### src/rtl/concat_stream.sv
// Channel-concatenation stage: forwards one frame of source A words, then one
// frame of source B words, through a single registered valid/ready output stage.
module concat_stream #(
  parameter int DATA_WIDTH = 16,
  parameter int D_A        = 3,
  parameter int D_B        = 3,
  parameter int W          = 4,
  parameter int H          = 4
) (
  input  logic                  clk,
  input  logic                  reset,
  input  logic [DATA_WIDTH-1:0] a_data,
  input  logic                  a_valid,
  output logic                  a_ready,
  input  logic [DATA_WIDTH-1:0] b_data,
  input  logic                  b_valid,
  output logic                  b_ready,
  output logic [DATA_WIDTH-1:0] out_data,
  output logic                  out_valid,
  input  logic                  out_ready,
  output logic                  out_last,
  output logic                  busy
);

  localparam int NA   = D_A * W * H;
  localparam int NB   = D_B * W * H;
  localparam int MAXN = (NA > NB) ? NA : NB;
  localparam int CW   = $clog2(MAXN) + 1;

  localparam logic [CW-1:0] LAST_A = CW'(NA - 1);
  localparam logic [CW-1:0] LAST_B = CW'(NB - 1);

  typedef enum logic {S_A, S_B} state_t;

  state_t                  state, state_next;
  logic [CW-1:0]           counter, counter_next;
  logic [DATA_WIDTH-1:0]   data_next;
  logic                    valid_next, last_next, busy_next;
  logic                    free, a_fire, b_fire;

  // Readies depend only on registered state and out_ready, never on the valids.
  assign free    = !out_valid || out_ready;
  assign a_ready = (state == S_A) && free;
  assign b_ready = (state == S_B) && free;
  assign a_fire  = a_valid && a_ready;
  assign b_fire  = b_valid && b_ready;

  always_comb begin
    state_next   = state;
    counter_next = counter;
    data_next    = out_data;
    valid_next   = out_valid;
    last_next    = out_last;
    busy_next    = busy;

    if (free) begin
      valid_next = 1'b0;
      last_next  = 1'b0;
    end

    case (state)
      S_A: begin
        if (a_fire) begin
          valid_next = 1'b1;
          data_next  = a_data;
          if (counter == LAST_A) begin
            counter_next = '0;
            state_next   = S_B;
          end else begin
            counter_next = counter + CW'(1);
          end
        end
      end
      S_B: begin
        if (b_fire) begin
          valid_next = 1'b1;
          data_next  = b_data;
          if (counter == LAST_B) begin
            counter_next = '0;
            state_next   = S_A;
            last_next    = 1'b1;
          end else begin
            counter_next = counter + CW'(1);
          end
        end
      end
      default: state_next = S_A;
    endcase

    // A new frame starting on the same edge the previous one drains keeps busy high.
    if (out_valid && out_ready && out_last) busy_next = 1'b0;
    if (a_fire) busy_next = 1'b1;
  end

  always_ff @(posedge clk) begin
    if (reset) begin
      state     <= S_A;
      counter   <= '0;
      out_data  <= '0;
      out_valid <= 1'b0;
      out_last  <= 1'b0;
      busy      <= 1'b0;
    end else begin
      state     <= state_next;
      counter   <= counter_next;
      out_data  <= data_next;
      out_valid <= valid_next;
      out_last  <= last_next;
      busy      <= busy_next;
    end
  end

endmodule

### config.mk
export PLATFORM = sky130hd
export DESIGN_NAME = concat_stream
export DESIGN_NICKNAME = d
export VERILOG_FILES = /design/src/rtl/concat_stream.sv
export SDC_FILE = /design/constraint.sdc
export NUM_CORES = 1
export LEC_CHECK = 0
export CAP_MARGIN = 20
export CELL_PAD_IN_SITES_DETAIL_PLACEMENT = 0
export CELL_PAD_IN_SITES_GLOBAL_PLACEMENT = 1
export CORE_ASPECT_RATIO = 0.5
export CORE_MARGIN = 3
export CORE_UTILIZATION = 27
export CTS_CLUSTER_DIAMETER = 150
export DETAILED_ROUTE_END_ITERATION = 10
export GPL_TIMING_DRIVEN = 0
export PLACE_DENSITY = 0.86
export SETUP_SLACK_MARGIN = 0.02
export SLEW_MARGIN = 30
export SYNTH_ARGS = -nofsm -noshare
export SYNTH_HDL_FRONTEND = slang
export SYNTH_SLANG_ARGS = --single-unit
### constraint.sdc
create_clock -name clk -period 1.4 [get_ports clk]
set_clock_uncertainty 0.05 [all_clocks]
set_input_delay 0.21 -clock clk [delete_from_list [all_inputs] [get_ports clk]]
set_output_delay 0.21 -clock clk [all_outputs]
set_load 0.01 [all_outputs]
==> results by group, run 1 <==
Synthesis
  • Top-count cell post-synth: dfxtp_1
  • Post-synth cell types: 34
  • Synth area leaders: dfxtp_1, mux2i_1, a211oi_1, nor2_1, a21oi_1
  • Post-Syn Nets: 172
  • Yosys warnings: 0
  • Synth Instances: 134
  • Share of synthesized registers carrying an async set or reset: 0%
  • Post-synth top cells: dfxtp_1, nor2_1, mux2i_1, a211oi_1, a21oi_1
  • Avg Inst Size Synth: 9.56 sq um
  • Area leader, netlist: dfxtp_1
  • Sequential share of the synthesized area: 42.2%
  • Yosys reg bits: 27
  • Area share of the largest cell type after synthesis: 42.2%
  • Syn Std Cell Area: about 0.0013 sq mm
  • Post-synth top flop: dfxtp_1
  • EDFF count, synth: 0

Final layout
  • Layout Nets: 249
  • Ratio of cells with drive above 1 in the final layout: a little under a third
  • Post-route cell area: between 0.002 and 0.0025 sq mm
  • FF/Latch Area: roughly 560 sq um
  • Area taken by multi-input logic gates: around 820 sq um
  • Layout area overhead: 77.4%
  • Filler cells: 414
  • Number of diodes: 0
  • Final cell utilization of the core: 50.7%

Critical path
  • Worst Path Class, Setup: flip-flop to flip-flop
  • Slowest CP cell: dfxtp_4
  • Slowest Stage Delay on Critical Path: 380 ps
  • Buffers & Inverters on Critical Path: 1
  • Crit-path cells: nand2b_4 -> a21oi_4 -> buf_6 -> mux2i_1 -> a21oi_1
  • Reg2reg setup slack: -20 ps
  • CP top delay family: flip-flops
  • CP Max Fanout: 6
  • CP Capture Type: flip-flop
  • Worst path arrival time: 1540 ps
  • CP required: 1520 ps
  • Critical Path Source Type: flip-flop

Die
  • Die W: 103 um
  • Die area: 0.00566 sq mm
  • Boundary pin count: 58
  • # rows: 17
  • Core area: 0.00449 sq mm
  • Starting Density: 28.5%
  • Chip height: 54.7 um

STA
  • Slew Viols, Final: 0
  • Fin Hold WS: roughly 330 ps
  • Unrepaired setup endpoints after global routing: true
  • Final hold vios: 0
  • Minimum clock period: between 1000 and 1500 ps
  • Max-slew headroom: 79.5%
  • Setup violators final: 3
  • FMAX: approximately 700 MHz
  • Final period utilization: 102%
  • Worst slew pin tran: 307 ps
  • PnR worst setup slack: -24.5 ps

Power and ir drop
  • PwrDens: 740 mW/mm^2
  • Tot Pwr: 0.00168 W
  • Peak supply drop: 0.358 mV
  • Pleak: 0.876 nW

CTS
  • Cts bufs inserted: 3
  • TritonCTS sink count: 27
  • CTS tree: done
  • Clk root buf: clkbuf_8
  • H-Tree Depth: 1
  • Clock slew at reported path FFs: 90 ps
  • Buffer depth of the longest clock path: 2
  • Worst-Skew Late Latency: 280 ps

Routing
  • Wire length per cell: 13.2 um
  • First DRT Iteration DRCs: 31
  • WL final: about 3700 um
  • DR vias: 1288
  • DRC: 0
  • DR vias/cell: about 4.7
  • Antenna Nets Post-Route: 0
  • 1st-pass router iterations: 4

Place
  • Post-DP Area: a little under 0.002 sq mm
  • Post-DP HPWL: between 2000 and 3000 um
  • Pre-CTS WS: -441 ps
  • Buffers on Ports: 57
  • RD Place Congestion: 0.721

GRT
  • GRT Util Overall: 12.5%
  • Initial antenna violation count: 0
  • Vias in the first global route: 1135
  • Largest net degree at the start of global routing: 18
  • Overflow after GRT: 0
  • First-pass GRT wire length: ~5500 um

Outcome
  • Status: complete, but fails checks
  • Failing checks: negative setup slack

Min path
  • Min-Delay Path Class: primary input to flip-flop

Job
  • Maxcap violations: 0
[final cells by class]
cell class / instances / area share, %
Buffer: 7 / 2.86
Clock buffer: 4 / 1.98
Multi-Input combinational cell: 98 / 36.0
Sequential cell: 27 / 24.5
Tap cell: 66 / 3.63
Timing Repair Buffer: 74 / 30.9
[report_power, final]
| part | internal, W | switching [W] | total [W] |
|---|---|---|---|
| registers | 0.000810 | 0.0000268 | 0.000837 |
| logic | 0.000232 | 0.000167 | 0.000399 |
| clock network | 0.000204 | 0.000243 | 0.000447 |
| total | 0.00125 | 0.000437 | 0.00168 |
[registers in the layout, indices dropped and copies added, names as in the netlist]
name / count
out_data: 16
counter: 7
busy: 1
out_last: 1
out_valid: 1
state: 1
[kinds of logic after synthesis]
family / count (synthesis) / share of synthesized area (%)
multiplexers: 17 / 13.3
buffers and inverters: 9 / 3.81
AO/OA/AOI/OAI: 33 / 19.5
flip-flops: 27 / 42.2
AND/OR/NAND/NOR: 46 / 19.5
adder cells (fa/ha/maj): 1 / 0.976
XOR/XNOR: 1 / 0.684
[per-stage QoR]
step                TNS [ps]  cells
global placement      -10190    257
floorplan              -10.3    134
CTS                     -336    275
global route            -547    276
detailed placement    -10500    257
finish                 -33.9    276
[layout by cell type (no fill, tap or decap), types with 2 or more instances in the layout]
master	synthesis	routed
nand2_1	6	5
buf_12	0	2
a211oi_1	16	9
dlygate4sd2_1	0	20
nand3_1	2	2
nand2b_4	0	2
dfxtp_4	0	4
clkdlybuf4s50_1	0	34
a21oi_1	7	5
a211oi_2	1	8
nor2_1	23	19
buf_6	0	8
a21oi_2	0	2
dfxtp_1	27	21
clkbuf_2	0	3
buf_4	3	12
clkbuf_8	0	3
mux2i_1	17	17
dfxtp_2	0	2
nor2_2	0	3
[routing by layer]
layer  wire, um  track usage (%)  vias up
li1           -                -      641
met1       1600             15.6      624
met2       1900             21.5       21
met3        126             3.56        2
met4         25             2.80        0
met5          0                0        -
[path summary, 6_finish.rpt]
check                         start                       to  cells past startpoint
setup reg to reg   state$_SDFF_PP0_  counter[5]$_SDFFE_PP0P_                      5
hold reg to reg   busy$_SDFFE_PP0P_        busy$_SDFFE_PP0P_                      2
hold / removal              a_valid         state$_SDFF_PP0_                      3
setup / recovery   state$_SDFF_PP0_  counter[5]$_SDFFE_PP0P_                      5
[worst register-to-register path, cell delays in order (launching register included)]
cell and delay (ps):
dfxtp_4 380, nand2b_4 180, a21oi_4 260, buf_6 170, mux2i_1 200, a21oi_1 80
[repair_timing]
item	CTS	global route
endpoints found under the setup margin	47	29
hold buffers	0	0
cloned	1	0
setup buffers	14	2
resized for setup	50	30
pin swaps	12	12
(Power assumes the default switching activity.)
==> inputs of run 2 (changes only) <==
--- a/config.mk
+++ b/config.mk
@@ -15,7 +15,8 @@
 export DETAILED_ROUTE_END_ITERATION = 10
 export GPL_TIMING_DRIVEN = 0
 export PLACE_DENSITY = 0.86
-export SETUP_SLACK_MARGIN = 0.02
+export REMOVE_ABC_BUFFERS = 1
+export SETUP_SLACK_MARGIN = 0.1
 export SLEW_MARGIN = 30
 export SYNTH_ARGS = -nofsm -noshare
 export SYNTH_HDL_FRONTEND = slang
==> results by group, run 2 (synthesized netlist as in run 1, its figures left out) <==
Place
  • Post-DP HPWL: 2230 um (was 2560 um)
  • Pre-CTS WS: -939 ps (was -441 ps)
  • Placed cells: 248 (was 257)
  • RD Place Congestion: 0.690 (was 0.721)
  • Buffers on Ports: 57 (unchanged)

GRT
  • Overflow after GRT: 0 (unchanged)
  • Initial antenna violation count: 0 (unchanged)
  • First-pass GRT wire length: 5910 um (was 5480 um)
  • Largest net degree at the start of global routing: 30 (was 18)
  • Vias in the first global route: 1184 (was 1135)
  • GRT Util Overall: 13.9% (was 12.5%)

Routing
  • DR vias: 1335 (was 1288)
  • DR vias/cell: 4.72 (was 4.67)
  • Antenna Nets Post-Route: 0 (unchanged)
  • WL final: 4200 um (was 3650 um)
  • DRC: 0 (unchanged)
  • 1st-pass router iterations: 4 (unchanged)
  • First DRT Iteration DRCs: 70 (was 31)
  • Wire length per cell: 14.8 um (was 13.2 um)

Min path
  • Min-Delay Path Class: primary input to flip-flop (unchanged)

Final layout
  • Filler cells: 393 (was 414)
  • Number of diodes: 0 (unchanged)
  • Layout area overhead: 85.5% (was 77.4%)
  • Largest registers: out_data: 16 flops, counter: 7 flops (unchanged)
  • Biggest register: out_data (unchanged)
  • Final std cells w/o fill: 283 (was 276)
  • Layout Nets: 256 (was 249)
  • Number of flip-flops in the largest register: 16 (unchanged)
  • Most common cell after layout, fill and taps aside: clkdlybuf4s50_1 (unchanged)
  • Ratio of cells with drive above 1 in the final layout: 33.6% (was 31.4%)
  • Commonest non-fill, non-tap cells in the layout: clkdlybuf4s50_1, dfxtp_1, dlygate4sd2_1 (unchanged)

Job
  • Maxcap violations: 0 (unchanged)

CTS
  • H-Tree Depth: 1 (unchanged)
  • Clock slew at reported path FFs: 90 ps (about the same)
  • TritonCTS sink count: 27 (unchanged)
  • Worst-Skew Late Latency: 280 ps (about the same)
  • Cts bufs inserted: 3 (unchanged)
  • Clk root buf: clkbuf_8 (unchanged)
  • CTS tree: done (unchanged)
  • Hold_buf cts: 0 (unchanged)
  • Buffer depth of the longest clock path: 2 (unchanged)

STA
  • Unrepaired setup endpoints after global routing: true (unchanged)
  • Fin Setup TNS: -1390 ps (was -33.9 ps)
  • Worst slew pin tran: 595 ps (was 307 ps)
  • Setup violators final: 23 (was 3)
  • FMAX: 665 MHz (was 702 MHz)
  • Slew Viols, Final: 0 (unchanged)
  • PnR worst setup slack: -103 ps (was -24.5 ps)
  • Final period utilization: 107% (was 102%)
  • Final hold vios: 0 (unchanged)
  • Minimum clock period: 1500 ps (was 1420 ps)
  • Max-slew headroom: 60.4% (was 79.5%)

Critical path
  • Worst Path Class, Setup: flip-flop to flip-flop (unchanged)
  • CP required: 1540 ps (was 1520 ps)
  • CP Max Fanout: 7 (was 6)
  • Worst path arrival time: 1640 ps (was 1540 ps)
  • Critical Path Source Type: flip-flop (unchanged)
  • CP Capture Type: flip-flop (unchanged)

Die
  • Core area: 0.00449 sq mm (unchanged)
  • Chip height: 54.7 um (unchanged)
  • # rows: 17 (unchanged)
  • Die W: 103 um (unchanged)
  • Boundary pin count: 58 (unchanged)
  • Die area: 0.00566 sq mm (unchanged)
  • Starting Density: 28.5% (unchanged)

Power and ir drop
  • Peak supply drop: 0.344 mV (was 0.358 mV)
  • Pleak: 0.924 nW (was 0.876 nW)
  • PwrDens: 725 mW/mm^2 (was 740 mW/mm^2)

Outcome
  • Status: complete, but fails checks (unchanged)
  • Failing checks: negative setup slack (unchanged)
==> run 2: cell count changes in the layout (fill, tap and decap cells not counted), sizes merged <==
cell / delta
clkbuf: -2
dlygate4sd2: +1
clkdlybuf4s50: -1
buf: +9
dlymetal6s2s: -1
a21oi: +1
==> run 2: path summary, 6_finish.rpt <==
check	start	to	slack, ps	cells after the start
hold reg to reg	out_data[7]$_SDFFE_PP0P_	out_data[7]$_SDFFE_PP0P_	440	2
setup reg to reg	out_valid$_SDFF_PP0_	out_data[13]$_SDFFE_PP0P_	-100	6
setup / recovery	out_valid$_SDFF_PP0_	out_data[13]$_SDFFE_PP0P_	-100	6
hold / removal	reset	busy$_SDFFE_PP0P_	360	2
==> run 2: what timing repair did <==
item,CTS,global route
setup buffers,23,6
gates cloned,1,1
resized for setup,68,15
setup endpoints to repair,48,28
pin swaps,11,13
==> run 2: cell type report <==
type | count | area [sq um] | share of cell area (%)
multi-input cells | 99 | 841 | 35.4
repair buffers | 87 | 851 | 35.8
flip-flops and latches | 27 | 558 | 23.5
clock buffers | 4 | 45.0 | 1.89
well taps | 66 | 82.6 | 3.47
==> run 2: layer usage <==
metal / global-route usage [%] / wire length (um) / vias to the layer above
li1: - / - / 657
met1: 17.3 / 1890 / 642
met2: 24.1 / 2120 / 29
met3: 3.05 / 116 / 7
met4: 4.52 / 77 / 0
met5: 0 / 0 / -
==> run 2: worst max-delay path, cell delays in order, from the launching register on <==
cell	delay, ps
dfxtp_4	370
nor2b_4	130
buf_6	140
a21oi_4	250
clkbuf_16	220
nor2_1	40
a211oi_1	210
==> run 2: power by group <==
group | switching [W] | total (W) | internal (W)
clock network | 0.000251 | 0.000455 | 0.000205
registers | 0.0000315 | 0.000842 | 0.000810
logic | 0.000177 | 0.000425 | 0.000249
==> run 2: through the flow <==
stage          instance area [sq um]  hold WS (ps)  power [W]  utilization [%]
2_1_floorplan                   1230           225   0.000968                -
3_3_place_gp                    1890           422    0.00118             42.0
3_5_place_dp                    1880           438    0.00119             41.9
4_1_cts                         2250           348    0.00169             50.2
5_1_grt                         2380           365    0.00180             53.0
6_report                        2380           358    0.00172             53.0
==> inputs of run 3 (changes only) <==
--- a/config.mk
+++ b/config.mk
@@ -8,13 +8,13 @@
 export CAP_MARGIN = 20
 export CELL_PAD_IN_SITES_DETAIL_PLACEMENT = 0
 export CELL_PAD_IN_SITES_GLOBAL_PLACEMENT = 1
-export CORE_ASPECT_RATIO = 0.5
 export CORE_MARGIN = 3
 export CORE_UTILIZATION = 27
 export CTS_CLUSTER_DIAMETER = 150
 export DETAILED_ROUTE_END_ITERATION = 10
 export GPL_TIMING_DRIVEN = 0
-export PLACE_DENSITY = 0.86
+export HOLD_SLACK_MARGIN = 0.12
+export PLACE_DENSITY_LB_ADDON = 0.1
 export REMOVE_ABC_BUFFERS = 1
 export SETUP_SLACK_MARGIN = 0.1
 export SLEW_MARGIN = 30
==> results by group, run 3 (synthesized netlist as in run 1, its figures left out) <==
Final layout
  • Number of diodes: 0 (unchanged)
  • Ratio of cells with drive above 1 in the final layout: 37.8% (was 33.6%)
  • Final std cells w/o fill: 269 (was 283)
  • Layout Nets: 256 (unchanged)
  • Number of flip-flops in the largest register: 16 (unchanged)
  • Biggest register: out_data (unchanged)
  • Largest registers: out_data: 16 flops, counter: 7 flops (unchanged)
  • Commonest non-fill, non-tap cells in the layout: clkdlybuf4s50_1, dfxtp_1, dlygate4sd2_1 (unchanged)
  • Layout area overhead: 90.3% (was 85.5%)
  • Most common cell after layout, fill and taps aside: clkdlybuf4s50_1 (unchanged)

Routing
  • DRC: 0 (unchanged)
  • WL final: 4230 um (was 4200 um)
  • 1st-pass router iterations: 4 (unchanged)
  • Wire length per cell: 15.7 um (was 14.8 um)
  • Antenna Nets Post-Route: 0 (unchanged)
  • DR vias/cell: 5.12 (was 4.72)
  • First DRT Iteration DRCs: 53 (was 70)
  • DR vias: 1376 (was 1335)

CTS
  • Clock slew at reported path FFs: 100 ps (was 90 ps)
  • Clk root buf: clkbuf_8 (unchanged)
  • H-Tree Depth: 1 (unchanged)
  • TritonCTS sink count: 27 (unchanged)
  • CTS tree: done (unchanged)
  • Cts bufs inserted: 3 (unchanged)
  • Worst-Skew Late Latency: 280 ps (about the same)
  • Buffer depth of the longest clock path: 2 (unchanged)

GRT
  • Vias in the first global route: 1351 (was 1184)
  • Largest net degree at the start of global routing: 30 (unchanged)
  • Overflow after GRT: 0 (unchanged)
  • GRT Util Overall: 15.4% (was 13.9%)
  • Initial antenna violation count: 0 (unchanged)
  • First-pass GRT wire length: 6610 um (was 5910 um)

Min path
  • Min-Delay Path Class: primary input to flip-flop (unchanged)

Critical path
  • Worst Path Class, Setup: flip-flop to output pin (was flip-flop to flip-flop)
  • Buffers & Inverters on Critical Path: 3 (was 2)
  • CP dominant cell by count: buf_4
  • CP Capture Point: b_ready (was out_data[13]$_SDFFE_PP0P_)
  • Critical Path Source Type: flip-flop (unchanged)
  • Critical R2R Capture: out_data[15]$_SDFFE_PP0P_ (was out_data[13]$_SDFFE_PP0P_)
  • Worst Setup SP: out_valid$_SDFF_PP0_ (unchanged)
  • R2R depth: 7 (was 6)
  • CP top delay family: buffers and inverters (was compound AO/OA/AOI/OAI gates)
  • WP depth: 5 (was 6)
  • Slowest CP cell: dfxtp_2 (was dfxtp_4)
  • CP Capture Type: output pin (was flip-flop)
  • Slowest Stage Delay on Critical Path: 340 ps (was 370 ps)
  • CP required: 1140 ps (was 1540 ps)
  • Reg2reg setup slack: -60 ps (was -100 ps)
  • R2r startpoint: out_valid$_SDFF_PP0_ (unchanged)
  • CP Max Fanout: 2 (was 7)
  • Worst path arrival time: 1210 ps (was 1640 ps)
  • Crit-path cells: buf_4 -> buf_4 -> nand2b_1 -> and2_1 -> buf_2 (was nor2b_4 -> buf_6 -> a21oi_4 -> clkbuf_16 -> nor2_1 -> a211oi_1)

Place
  • Placed cells: 234 (was 248)
  • Post-DP HPWL: 2280 um (was 2230 um)
  • Buffers on Ports: 57 (unchanged)
  • RD Place Congestion: 0.749 (was 0.690)

Power and ir drop
  • Cell-internal power: 0.00130 W (was 0.00126 W)
  • Pleak: 0.947 nW (was 0.924 nW)
  • Gate power share: 26.8% (was 24.7%)
  • Peak supply drop: 0.612 mV (was 0.344 mV)
  • Share of power burned in registers: 47.7% (was 48.9%)
  • Clock share of power: 25.4% (was 26.4%)
  • PwrDens: 730 mW/mm^2 (was 725 mW/mm^2)
  • P_sw: 0.000485 W (was 0.000459 W)
  • Switching part of the total: 27.2% (was 26.6%)

Die
  • Die W: 74.9 um (was 103 um)
  • Core area: 0.00447 sq mm (was 0.00449 sq mm)
  • Starting Density: 28.6% (was 28.5%)
  • Boundary pin count: 58 (unchanged)
  • # rows: 24 (was 17)
  • Die area: 0.00561 sq mm (was 0.00566 sq mm)
  • Chip height: 74.9 um (was 54.7 um)

Outcome
  • Failing checks: negative setup slack (unchanged)
  • Status: complete, but fails checks (unchanged)

STA
  • Minimum clock period: 1470 ps (was 1500 ps)
  • Setup violators final: 18 (was 23)
  • PnR worst setup slack: -65.1 ps (was -103 ps)
  • Fin Setup TNS: -477 ps (was -1390 ps)
  • FMAX: 683 MHz (was 665 MHz)
  • Worst slew pin tran: 615 ps (was 595 ps)
  • Slew Viols, Final: 0 (unchanged)
  • Unrepaired setup endpoints after global routing: true (unchanged)
  • Final period utilization: 105% (was 107%)
  • Final hold vios: 0 (unchanged)
  • Max-slew headroom: 59.0% (was 60.4%)

Job
  • Maxcap violations: 0 (unchanged)
-- run 3: layer usage --
| layer | vias to the layer above | GRT usage [%] | wire length (um) |
|---|---|---|---|
| met5 | - | 0 | 0 |
| met2 | 43 | 27.0 | 2220 |
| li1 | 654 | - | - |
| met1 | 675 | 19.8 | 1770 |
| met4 | 0 | 2.77 | 37 |
| met3 | 4 | 3.07 | 198 |
-- run 3: area by class of cell --
| class | instances | area, sq um |
|---|---|---|
| fill | 423 | 2040 |
| timing repair buffer | 87 | 873 |
| sequential | 27 | 556 |
| clock buffer | 3 | 41.3 |
| clock inverter | 1 | 5.00 |
| multi-input combinational | 99 | 898 |
| tap | 52 | 65.1 |
-- run 3: repair_timing --
action / 4_1_cts / 5_1_grt
hold buffers: 0 / 0
buffers inserted: 22 / 6
resized for setup: 80 / 15
setup endpoints to repair: 48 / 26
pin swaps: 11 / 8
gates cloned: 4 / 0
-- run 3: power by group through the flow --
stage | registers, W | clock network, W | logic (W)
finish | 0.000850 | 0.000453 | 0.000477
global route | 0.000855 | 0.000498 | 0.000513
CTS | 0.000849 | 0.000471 | 0.000453
detailed placement | 0.000858 | 0 | 0.000330
global placement | 0.000855 | 0 | 0.000328
floorplan | 0.000874 | 0 | 0.0000936
-- run 3: worst min path at each step --
stage | from | to | slack, ps | cells after the start
5_1_grt | reset | counter[6]$_SDFFE_PP0P_ | 390 | 2
4_1_cts | reset | counter[6]$_SDFFE_PP0P_ | 350 | 2
3_3_place_gp | busy$_SDFFE_PP0P_ | busy$_SDFFE_PP0P_ | 430 | 2
2_1_floorplan | reset | state$_SDFF_PP0_ | 220 | 1
3_5_place_dp | out_data[3]$_SDFFE_PP0P_ | out_data[3]$_SDFFE_PP0P_ | 440 | 2
6_report | reset | busy$_SDFFE_PP0P_ | 370 | 2
-- run 3: per-stage QoR --
| step | power, W | utilization, % | worst slack, ps | area, sq um | hold WS, ps |
|---|---|---|---|---|---|
| CTS | 0.00177 | 52.5 | -45.8 | 2350 | 351 |
| floorplan | 0.000968 | - | -865 | 1230 | 225 |
| global placement | 0.00118 | 41.8 | -1400 | 1870 | 429 |
| finish | 0.00178 | 54.5 | -65.1 | 2440 | 372 |
| detailed placement | 0.00119 | 41.7 | -974 | 1860 | 440 |
| global route | 0.00187 | 54.5 | -122 | 2440 | 389 |
